File: src/rtl/cv32e41s_dummy_lfsr_ctrl.sv
// LFSR sequencer for dummy/hint instruction generation: shift scheduling with a
// saturating pending queue, CSR seeding with zero-seed recovery, counter-reset pulse.
module cv32e41s_dummy_lfsr_ctrl #(
    parameter logic [31:0] LFSR_TAPS         = 32'h8000_0057,
    parameter logic [31:0] LFSR_DEFAULT_SEED = 32'hACE1_2468,
    parameter int unsigned PEND_MAX          = 3,
    localparam int unsigned PEND_W           = $clog2(PEND_MAX + 1)
) (
    input  logic              clk,
    input  logic              rst_n,
    input  logic              seed_we_i,
    input  logic [31:0]       seed_wdata_i,
    input  logic              cpuctrl_we_i,
    input  logic              shift_dummy_i,
    input  logic              shift_hint_i,
    output logic [31:0]       lfsr_o,
    output logic              cntrst_o,
    output logic              lockup_o,
    output logic [PEND_W-1:0] pend_o,
    output logic              overflow_o
);

    localparam int unsigned TW = PEND_W + 1;

    logic [31:0]       lfsr_q, lfsr_d;
    logic [PEND_W-1:0] pend_q, pend_d;
    logic              ovf_q, ovf_d;
    logic              cntrst_q, cntrst_d;
    logic              lockup_q, lockup_d;
    logic [1:0]        req;
    logic [TW-1:0]     total;

    function automatic logic [31:0] lfsr_step(input logic [31:0] q);
        return (q >> 1) ^ (q[0] ? LFSR_TAPS : 32'h0);
    endfunction

    always_comb begin
        req      = {1'b0, shift_dummy_i} + {1'b0, shift_hint_i};
        total    = {1'b0, pend_q} + TW'(req);
        lfsr_d   = lfsr_q;
        pend_d   = pend_q;
        ovf_d    = ovf_q;
        lockup_d = 1'b0;
        cntrst_d = seed_we_i | cpuctrl_we_i;

        // A seed write wins outright: queued and same-cycle shifts are dropped silently.
        if (seed_we_i) begin
            lockup_d = (seed_wdata_i == '0);
            lfsr_d   = lockup_d ? LFSR_DEFAULT_SEED : seed_wdata_i;
            pend_d   = '0;
        end else if (total != '0) begin
            lfsr_d = lfsr_step(lfsr_q);
            if (total > TW'(PEND_MAX + 1)) begin
                pend_d = PEND_W'(PEND_MAX);
                ovf_d  = 1'b1;
            end else begin
                pend_d = PEND_W'(total - TW'(1));
            end
        end
    end

    always_ff @(posedge clk or negedge rst_n) begin
        if (!rst_n) begin
            lfsr_q   <= LFSR_DEFAULT_SEED;
            pend_q   <= '0;
            ovf_q    <= 1'b0;
            cntrst_q <= 1'b0;
            lockup_q <= 1'b0;
        end else begin
            lfsr_q   <= lfsr_d;
            pend_q   <= pend_d;
            ovf_q    <= ovf_d;
            cntrst_q <= cntrst_d;
            lockup_q <= lockup_d;
        end
    end

    assign lfsr_o     = lfsr_q;
    assign pend_o     = pend_q;
    assign overflow_o = ovf_q;
    assign cntrst_o   = cntrst_q;
    assign lockup_o   = lockup_q;

endmodule

File: config.mk
export PLATFORM = sky130hd
export DESIGN_NAME = cv32e41s_dummy_lfsr_ctrl
export DESIGN_NICKNAME = d
export VERILOG_FILES = /design/src/rtl/cv32e41s_dummy_lfsr_ctrl.sv
export SDC_FILE = /design/constraint.sdc
export NUM_CORES = 1
export LEC_CHECK = 0
export BUFFER_PORTS_ARGS = -buffer_cell sky130_fd_sc_hd__clkbuf_2
export CORE_UTILIZATION = 25
export DETAILED_ROUTE_END_ITERATION = 8
export GPL_TIMING_DRIVEN = 0
export PLACE_DENSITY = 0.53
export SKIP_CTS_REPAIR_TIMING = 1
export SLEW_MARGIN = 40
export SYNTH_ARGS = -nofsm -noshare
export SYNTH_HDL_FRONTEND = slang
export SYNTH_SLANG_ARGS = --single-unit
File: constraint.sdc
create_clock -name clk -period 2.8 [get_ports clk]
set_input_delay 0.42 -clock clk [delete_from_list [all_inputs] [get_ports clk]]
set_output_delay 0.42 -clock clk [all_outputs]
set_load 0.01 [all_outputs]
### After elaboration in Yosys (flattened, before gate mapping)

Index checks and enable logic that the tools add are counted.

* output and inout port bits: 37
* bits in registers: 37
* logic and storage cells: 24
* bits of input ports: 38

* mux-type cells: 8
* add/subtract/negate cells: 3
* bitwise operators: 3
* reduce and logical (&&, ||, !) cells: 4
* order comparisons: 1

Operators by type and width (number)
* $mux W32: 4
* $logic_not A32 Y1: 1
* $xor A31 B32 Y32: 1
* $mux W2: 3
* $add A2 B2 Y3: 1
* $gt A3 B3 Y1 const B: 1
* $reduce_and A3 Y1: 1
* $reduce_bool A3 Y1: 1
* $add A1 B1 Y2: 1
* $reduce_bool A2 Y1: 1
* $sub A2 B1 Y2 const B: 1
* $mux W1: 1
* $not A1 Y1: 1
* $or A1 B1 Y1: 1

### Depth between registers and ports, before layout

* depth in word-level cells: 6
* gate-level depth with buffers: 13
* mapped depth without buffers: 10

### Worst setup path before layout

Ideal clock, no wire load.

* path type: input to register
* start: input port shift_dummy_i
* end: register lfsr_q[10] (netlist: lfsr_o[10])
* stages: 12
* setup time: 78 ps
* arrival time: 2288 ps
* path buffers: 2
* required time: 2722 ps
* path slack: 434 ps
* cell sequence: inv_1 > fa_1 > inv_1 > ha_1 > inv_1 > ha_1 > nor2b_1 > buf_2 > buf_4 > mux2_2 > mux2i_1 > nand2_1

* longest elaborated chain between the ends: 4

RTL lines
* start: declaration: RTL line 14 `input logic shift_dummy_i,`
* $add A1 B1 Y2: RTL line 38 `req = {1'b0, shift_dummy_i} + {1'b0, shift_hint_i};`
* $add A2 B2 Y3: RTL line 39 `total = {1'b0, pend_q} + TW'(req);`
* $reduce_bool A3 Y1: RTL line 51 `end else if (total != '0) begin`
* $reduce_bool A2 Y1 (no line)
* end signal: assignment: RTL line 70 `lfsr_q <= lfsr_d;`
* end: declaration: RTL line 25 `logic [31:0] lfsr_q, lfsr_d;`

Every way passes these cells.
A chain may end at the register's enable or synchronous reset.

### Worst setup path after layout

* start: register pend_q[0] (netlist: pend_o[0])
* end: register lfsr_q[8] (netlist: lfsr_o[8])

* longest elaborated chain between the ends: 3

RTL lines
* start: declaration: RTL line 26 `logic [PEND_W-1:0] pend_q, pend_d;`
* start signal: assignment: RTL line 71 `pend_q <= pend_d;`
* $add A2 B2 Y3: RTL line 39
* $reduce_bool A3 Y1: RTL line 51
* $reduce_bool A2 Y1 (no line)

Every way passes these cells.

==> impl_metrics.env <==
export IMPL_status="complete, no violations"
export IMPL_clk_pin_slew_ns=0.07
export IMPL_grt_max_degree=38
export IMPL_remaining_drc_errors=0
export IMPL_tritoncts="yes"
export IMPL_cts_buffer_depth=2
export IMPL_fin_skew_ns=0.006686
export IMPL_cts_root_buffer_cell="clkbuf_8"
export IMPL_clk_latency_ns=0.29
export IMPL_reg2reg_slack_ns=0.24
export IMPL_slowest_delay_ns=0.38
export IMPL_p_per_area_nw_per_um2=1011
export IMPL_worstSetupPathType="reg2reg"
export IMPL_drtAntennaViolNets=0
export IMPL_cp_max_fo=10
export IMPL_wl_um=5709
export IMPL_seqCellArea_um2=942.2
export IMPL_drive_gt1_share_pct=42.01
export IMPL_layout_setup_ws_ns=0.2429
export IMPL_finalSetupViolCount=0
export IMPL_ir_worst_vdd_mv=0.2819
export IMPL_fillers=814
export IMPL_rsz0062_at_grt="no"
export IMPL_synth_seq_cells=37
export IMPL_syn2layout_area_growth_pct=29.87
export IMPL_syn_area_um2=1939
export IMPL_tns_ns=0
export IMPL_hp_class="in2async"
export IMPL_path_buf_inv=6
export IMPL_first_pass_iters=4
export IMPL_synthCells=187
export IMPL_synth_warnings=0
export IMPL_detail_route_wl_per_cell_um=15.51
export IMPL_max_freq_mhz=391.1
export IMPL_die_width_um=90.08
export IMPL_dp_slack_ns=0.05244
export IMPL_startpoint_type="register"
export IMPL_ios=75
export IMPL_multi_input_area_um2=899.6
export IMPL_crit_arrival_ns=2.71
export IMPL_viasPerCell=4.519
export IMPL_htree_levels=2
export IMPL_end_kind="register"
export IMPL_cp_slowest_cell="dfrtp_1"
export IMPL_fin_crit_sh_pct=91.33
export IMPL_place_hpwl_um=4283
export IMPL_leakagePower_nw=1.243
export IMPL_maxCapViolations=0
export IMPL_grt_pass1_vias=1735
export IMPL_final_nets=309
export IMPL_required_ns=2.95
export IMPL_finalPower_mw=2.545
export IMPL_crit_family="buffers and inverters"
export IMPL_grt_pass1_wl_um=9177
export IMPL_port_buffers=74
export IMPL_dieArea_um2=8114
export IMPL_vias=1663
export IMPL_rows=31
export IMPL_gp_congestion=0.7715
export IMPL_gr_usage_all_layers_pct=14.55
export IMPL_placed_area_um2=2436
export IMPL_antenna_found_initial=0
export IMPL_hold_viol_final=0
export IMPL_synth_cell_types=30
export IMPL_slew_violations=0
export IMPL_core_um2=7370
export IMPL_syn_nets=228
export IMPL_seq_area_frac_synth_pct=48.58
export IMPL_die_h_um=90.08
export IMPL_clock_sinks=37
export IMPL_avgSynthCellArea_um2=10.37
export IMPL_period_needed_ns=2.557
export IMPL_drtIter0Drc=73
export IMPL_final_area_um2=2519
export IMPL_slew_headroom_pct=56.08
export IMPL_initial_utilization_pct=26.32
export IMPL_crit_top_cell="inv_1"
export IMPL_n_antenna_cell=0
export IMPL_numCtsBuffers=5
export IMPL_path_cells="inv_1 -> fa_1 -> inv_1 -> ha_1 -> inv_1 -> ha_1 -> nor2b_1 -> buf_2 -> buf_4 -> buf_4 -> mux2i_1 -> o21ai_0"
export IMPL_tightest_slew_ns=0.6588
export IMPL_grt_remaining_overflow=0
==> flip-flops by register name (all words and copies together), names as in the netlist <==
register    cells
lfsr_o         32
lockup_o        1
cntrst_o        1
pend_o          2
overflow_o      1
==> cells in the mapped netlist <==
cell,count,area [µm²]
a211oi_1,1,7.510
a21oi_1,4,20.02
a311oi_1,1,8.760
buf_1,1,3.750
buf_2,3,15.01
buf_4,3,22.52
buf_6,1,11.26
clkbuf_1,6,22.52
dfrtp_1,24,600.6
dfstp_2,13,341.6
fa_1,1,20.02
ha_1,2,25.02
inv_1,6,22.52
mux2_1,2,22.52
mux2_2,10,112.6
mux2i_1,27,270.3
nand2_1,33,123.9
nand2b_1,2,12.51
nand4_1,2,12.51
nor2_1,7,26.28
nor2b_1,2,12.51
nor4_1,6,37.54
nor4b_2,1,15.01
o211ai_1,1,7.510
o21ai_0,19,95.09
o21bai_1,1,7.510
or2_2,1,6.260
or3_1,2,12.51
xnor2_1,4,35.03
xor2_1,1,8.760
==> metal layers <==
metal  global-route usage (%)  vias to the layer above  wire, µm
met5                        0                        -         0
met3                    4.061                        7       280
met2                    23.28                       49      2685
met4                    4.301                        0        71
li1                         -                      805         -
met1                    19.07                      802      2671
==> cells in the final DEF, fill, tap and decap left out, types with 4 or more instances in the layout <==
cell type  instances
nand2_1           33
clkbuf_2          73
xnor2_1            4
a21oi_1            4
clkbuf_1           7
inv_1              6
clkbuf_8           5
nor2_1             7
mux2i_1           27
mux2_2            10
dfstp_2           13
o21ai_0           19
nor4_1             6
dfrtp_1           24
==> stage by stage <==
| step | instances | utilization, % | hold WS, ns |
|---|---|---|---|
| 2_1_floorplan | 187 | - | 0.1244 |
| 3_3_place_gp | 360 | 33.02 | 0.4606 |
| 3_5_place_dp | 360 | 33.06 | 0.4643 |
| 4_1_cts | 368 | 34.18 | 0.1485 |
| 5_1_grt | 368 | 34.18 | 0.1656 |
| 6_report | 368 | 34.18 | 0.1276 |
==> cells by family (layout without fill, tap and decap cells) <==
kind of cell	Yosys count	in the layout	synth area share [%]
XOR/XNOR	5	5	2.258
buffers and inverters	20	102	5.032
AND/OR/NAND/NOR	56	56	13.35
AO/OA/AOI/OAI	27	27	7.549
flip-flops	37	37	48.58
adder cells (fa/ha/maj)	3	3	2.322
multiplexers	39	39	20.90
==> final timing paths <==
path                                         from  cells after the start                      to
max in group asynchronous                   rst_n                      1  lfsr_o[10]$_DFFE_PN1P_
min in group clk                     cpuctrl_we_i                      2      cntrst_o$_DFF_PN0_
min                                         rst_n                      1      lockup_o$_DFF_PN0_
max                         pend_o[0]$_DFFE_PN0P_                     12   lfsr_o[8]$_DFFE_PN0P_
max reg2reg                 pend_o[0]$_DFFE_PN0P_                     12   lfsr_o[8]$_DFFE_PN0P_
min reg2reg                overflow_o$_DFFE_PN0P_                      1  overflow_o$_DFFE_PN0P_
==> final cells by class <==
| type | count | share of cell area [%] |
|---|---|---|
| flip-flops and latches | 37 | 37.41 |
| multi-input cells | 130 | 35.72 |
| repair buffers | 74 | 14.80 |
| well taps | 99 | 4.918 |
| plain buffers | 14 | 2.981 |
| clock buffers | 6 | 2.881 |
| inverters | 6 | 0.8942 |
| clock inverters | 2 | 0.3974 |
==> report_power, final <==
| group | switching [mW] | leakage (nW) | total [mW] | internal [mW] |
|---|---|---|---|---|
| combinational | 0.635 | 0.772 | 1.24 | 0.602 |
| clock | 0.193 | 0.0450 | 0.366 | 0.173 |
| sequential | 0.160 | 0.426 | 0.942 | 0.782 |
| total | 0.989 | 1.24 | 2.55 | 1.56 |
(Power assumes the default switching activity.)
